<file path="src/rtl/stopwatch_pkg.sv">
// Shared constants and types for the stopwatch datapath, the BCD converter and the display.
// Everything that must agree on widths or the state encoding lives here.
package stopwatch_pkg;

  typedef enum logic [1:0] {
    IDLE  = 2'd0,
    SHIFT = 2'd1,
    DONE  = 2'd2
  } conv_state_t;

  localparam int T_W        = 14;
  localparam int NUM_DIGITS = 4;
  localparam int BCD_W      = 4 * NUM_DIGITS;
  localparam int BCD_MAX    = 9999;

  // Largest value representable in the given number of BCD digits (10^digits - 1).
  function automatic int bcdLimit(input int digits);
    int result;
    result = 1;
    for (int i = 0; i < digits; i++) begin
      result = result * 10;
    end
    return result - 1;
  endfunction

endpackage

</file>
<file path="src/rtl/bcd_add3.sv">
// One double-dabble correction cell: a BCD digit of 5 or more gets 3 added before the shift.
// The result stays within 4 bits, so no carry ever leaves the digit.
module bcd_add3 (
  input  logic [3:0] i_digit,
  output logic [3:0] o_digit
);

  assign o_digit = (i_digit >= 4'd5) ? i_digit + 4'd3 : i_digit;

endmodule

</file>
<file path="src/rtl/bin2bcd_seq.sv">
// Sequential binary-to-BCD converter (shift-and-add-3), one input bit per clock behind valid/ready.
// Inputs above the display range are clamped to all nines and flagged through o_ovf.
module bin2bcd_seq
  import stopwatch_pkg::*;
#(
  parameter int BIN_W  = T_W,
  parameter int DIGITS = NUM_DIGITS
) (
  input  logic                  i_clk,
  input  logic                  i_rst,
  input  logic                  i_in_valid,
  output logic                  o_in_ready,
  input  logic [BIN_W-1:0]      i_bin,
  output logic                  o_out_valid,
  output logic [4*DIGITS-1:0]   o_bcd,
  output logic                  o_ovf,
  output logic                  o_busy
);

  localparam int LIMIT = bcdLimit(DIGITS);
  localparam int CNT_W = (BIN_W > 1) ? $clog2(BIN_W) : 1;
  localparam int SCR_W = 4 * DIGITS;

  conv_state_t r_state;
  conv_state_t w_nextState;

  logic [CNT_W-1:0] r_count;
  logic [BIN_W-1:0] r_shiftReg;
  logic [SCR_W-1:0] r_scratch;
  logic             r_ovfNext;
  logic [SCR_W-1:0] r_bcd;
  logic             r_ovf;
  logic             r_outValid;

  logic             w_over;
  logic [BIN_W-1:0] w_clamped;
  logic             w_accept;
  logic             w_lastShift;
  logic [SCR_W-1:0] w_adjusted;

  assign w_over      = (32'(i_bin) > LIMIT);
  assign w_clamped   = w_over ? BIN_W'(LIMIT) : i_bin;
  assign w_lastShift = (r_count == CNT_W'(BIN_W - 1));

  // Ready is held low during the out_valid cycle too, giving one conversion per BIN_W+2 clocks.
  assign o_in_ready  = (r_state == IDLE) && !r_outValid;
  assign o_busy      = ~o_in_ready;
  assign w_accept    = o_in_ready && i_in_valid;

  assign o_out_valid = r_outValid;
  assign o_bcd       = r_bcd;
  assign o_ovf       = r_ovf;

  for (genvar g = 0; g < DIGITS; g++) begin : g_add3
    bcd_add3 u_add3 (
      .i_digit (r_scratch[4*g +: 4]),
      .o_digit (w_adjusted[4*g +: 4])
    );
  end

  always_ff @(posedge i_clk) begin
    if (i_rst) begin
      r_state <= IDLE;
    end else begin
      r_state <= w_nextState;
    end
  end

  always_comb begin
    w_nextState = r_state;
    case (r_state)
      IDLE:    if (w_accept) w_nextState = SHIFT;
      SHIFT:   if (w_lastShift) w_nextState = DONE;
      DONE:    w_nextState = IDLE;
      default: w_nextState = IDLE;
    endcase
  end

  // The clamped value never needs a fifth digit, so bits shifted out of the scratch top are always zero.
  always_ff @(posedge i_clk) begin
    if (i_rst) begin
      r_count    <= '0;
      r_shiftReg <= '0;
      r_scratch  <= '0;
      r_ovfNext  <= 1'b0;
      r_bcd      <= '0;
      r_ovf      <= 1'b0;
      r_outValid <= 1'b0;
    end else begin
      r_outValid <= 1'b0;
      case (r_state)
        IDLE: begin
          if (w_accept) begin
            r_shiftReg <= w_clamped;
            r_ovfNext  <= w_over;
            r_scratch  <= '0;
            r_count    <= '0;
          end
        end
        SHIFT: begin
          {r_scratch, r_shiftReg} <= {w_adjusted, r_shiftReg} << 1;
          r_count                 <= r_count + CNT_W'(1);
        end
        DONE: begin
          r_bcd      <= r_scratch;
          r_ovf      <= r_ovfNext;
          r_outValid <= 1'b1;
        end
        default: begin
        end
      endcase
    end
  end

endmodule

</file>
<file path="config.mk">
export PLATFORM = sky130hd
export DESIGN_NAME = bin2bcd_seq
export DESIGN_NICKNAME = d
export VERILOG_FILES = /design/src/rtl/stopwatch_pkg.sv /design/src/rtl/bcd_add3.sv /design/src/rtl/bin2bcd_seq.sv
export SDC_FILE = /design/constraint.sdc
export NUM_CORES = 1
export LEC_CHECK = 0
export ABC_AREA = 1
export CAP_MARGIN = 20
export CORE_MARGIN = 2
export CORE_UTILIZATION = 58
export DETAILED_ROUTE_END_ITERATION = 12
export HOLD_SLACK_MARGIN = 0.05
export PLACE_DENSITY = 0.84
export SYNTH_ARGS = -nofsm -noshare
export SYNTH_HDL_FRONTEND = slang
export SYNTH_SLANG_ARGS = --single-unit
export TNS_END_PERCENT = 10
</file>
<file path="constraint.sdc">
create_clock -name i_clk -period 2.9 [get_ports i_clk]
set_clock_uncertainty 0.2 [all_clocks]
set_input_delay 0.725 -clock i_clk [delete_from_list [all_inputs] [get_ports i_clk]]
set_output_delay 0.725 -clock i_clk [all_outputs]
set_load 0.005 [all_outputs]
</file>
==> summary.md <==
| Metric | Value |
|---|---|
| Leakage power | `1.266 nW` |
| Area grow syn2layout | `17.72%` |
| Root Driver | `clkbuf_8` |
| Post-Synthesis Cells | `354` |
| Clk sink count | `55` |
| GPL Wtd Cong | `~0.79` |
| WL/cell | `12.17 microns` |
| ANT nets after route | `0` |
| Slew Viols, Final | `0` |
| Share of layout cells above drive strength 1 | `0.04124` |
| Dpl cells | `432` |
| Peak Freq | `0.4248 GHz` |
| Core area | `4324 sq um` |
| DRC Markers | `0` |
| Vias | `around 2,400` |
| Slew HR | `0.6360` |
| Final worst slack | `between 0.5 and 0.6 ns` |
| Total Wirelength | `5.354 mm` |
| CTS Hold Buffers Added | `0` |
| Num CTS Buffers | `5` |
| Post-synth top area share | `0.4284` |
| Critical Path RT | `around 2.0 ns` |
| Hold crit path type | `reg -> reg` |
| Clock Path Buffers | `2` |
| Avg Inst Size Synth | `7.260 sq um` |
| Endpoints failing setup | `0` |
| Final min period | `2.354 ns` |
| Dpl cell area | `2944 sq um` |
| Clk_lat worst skew | `about 0.31 ns` |
| Post-CTS sizing | `0` |
| Synth warn | `0` |
| Die Ht | `slightly above 70 microns` |
| CP Launch Type | `flip-flop` |
| Setup_tns | `0 ns` |
| Number of flops mapped to enable cells by yosys | `0` |
| Hold Fails Final Rpt | `0` |
| CP startpoint | `r_state[0]` |
| Post-Syn Nets | `381` |
| GR Util All Layers | `0.2284` |
| Die area | `4979 sq um` |
| # IOs | `37` |
| Antenna violations before repair | `0` |
| Worst-Margin Slew | `0.5452 ns` |
| Synth Cell Area | `2570 sq um` |
| Dpl hpwl | `3.716 mm` |
| CP Capture Type | `primary output` |
| IO Port Bufs | `36` |
| H-tree levels | `2` |
| Sequential fraction of the synthesis area | `0.4284` |
| Largest net degree at the start of global routing | `33` |
| CTS tree | `yes` |
| Initial core utilization | `0.5943` |
| Max-Cap Viols | `0` |
| Vias in the first global route | `2,192` |
| Setup Buffers After CTS | `0` |
| Post-route cell area | `approximately 3000 sq um` |
| Worst Min Path Start | `r_shiftReg[11]` |
| Die width | `70.57 microns` |
| Status | `finished, final reports clean` |
| Max VDD drop | `0.0002551 V` |
| Post-DR vias/cell | `5.384` |
| Netlist cell types | `25` |
| Global-route wire length before repair | `9.356 mm` |
| Worst setup path class | `reg -> out` |
| Drt first pass iters | `4` |
| Antenna cell count | `0` |
| Net count, final | `414` |
| RSZ-0062 raised after global routing | `no` |
| Yosys reg bits | `55` |
| RR Startpoint | `r_state[0]` |
| Pre-CTS setup slack | `0.5205 ns` |
| GR Overflow Total | `0` |
| Pwr Density | `439.7 nW/um^2` |
| Fraction of registers with async set/reset | `0` |
| Data arrival, critical path | `approximately 1.4 ns` |
| DRT iter0 DRCs | `201` |
| Period utilization | `0.8116` |
| Top FF cell, synth | `dfxtp_1` |
| Area leader, netlist | `dfxtp_1` |
| CP max FO | `4` |
| Reg clk slew, reported paths | `0.09 ns` |
| Final std cells w/o fill | `440` |
| Top post-synthesis cells by area | `dfxtp_1 43%, nand2_1 10%, a21oi_1 9.5%` |
| Rows | `24` |
==> critical path, cell delays in order, from the launching register on <==
cell             delay (ns)
dfxtp_1                0.40
inv_1                  0.06
nand2_1                0.08
nor2_1                 0.05
inv_1                  0.05
clkdlybuf4s50_1        0.48
==> state kept, by name, summed over array words and instances, names as in the netlist <==
signal / cells
o_bcd: 16
o_out_valid: 1
o_ovf: 1
r_count: 4
r_ovfNext: 1
r_scratch: 16
r_shiftReg: 14
r_state: 2
==> layout by cell type (no fill, tap or decap), drive strengths merged <==
| cell | n |
|---|---|
| nor2 | 29 |
| clkinv | 1 |
| o211ai | 3 |
| a21oi | 49 |
| buf | 5 |
| nand4 | 11 |
| o21bai | 6 |
| nand2 | 71 |
| ha | 10 |
| dfxtp | 55 |
| clkdlybuf4s50 | 36 |
| inv | 40 |
| nor3b | 1 |
| o21ai | 29 |
| clkbuf | 7 |
| nor3 | 7 |
| nand3 | 28 |
==> final cells by class <==
class / count / area, sq um
tap: 52 / 65.06
sequential: 55 / 1101
clock buffer: 7 / 76.32
fill: 387 / 1299
multi-input combinational: 244 / 1225
timing repair buffer: 41 / 397.9
inverter: 40 / 155.1
clock inverter: 1 / 5.005
==> layer usage <==
layer / vias up / track usage / routed length, microns
met3: 9 / 0.03419 / 239
met1: 1058 / 0.2980 / 2499
met4: 0 / 0.08595 / 77
li1: 1238 / - / -
met2: 64 / 0.3857 / 2537
met5: - / 0 / 0
==> cells by family after synthesis <==
| group | share of synthesized area |
|---|---|
| AND/OR/NAND/NOR | 0.2498 |
| adder cells (fa/ha/maj) | 0.04869 |
| buffers and inverters | 0.09494 |
| flip-flops | 0.4284 |
| AO/OA/AOI/OAI | 0.1782 |
==> cells in the mapped netlist, types with 4 or more instances <==
cell and count:
nand3_1 27, buf_4 5, nand2_1 69, nor3_1 7, nand4_1 11, o21ai_0 28
ha_1 10, nor2_1 29, inv_1 38, o21bai_1 6, dfxtp_1 55, buf_2 4
a21oi_1 49
==> through the flow <==
stage               hold WS, ns  utilization  power (mW)
floorplan                0.2403            -      0.9033
global placement         0.2507       0.6808      0.9459
detailed placement       0.2555       0.6808      0.9489
CTS                      0.2687       0.6997       1.341
global route             0.2972       0.6997       1.393
finish                   0.2712       0.6997       1.330
==> worst paths after layout <==
path | to | slack [ns] | cells past startpoint
max | o_busy | 0.55 | 5
min | r_shiftReg[11] | 0.27 | 2
max reg2reg | r_shiftReg[4] | 1.11 | 6
min reg2reg | r_shiftReg[11] | 0.27 | 2
==> where the power goes <==
part	switching [mW]	internal (mW)
Sequential	0.0131	0.776
Clock	0.229	0.170
Combinational	0.0856	0.0564
Power figures use the tool's default switching activity.
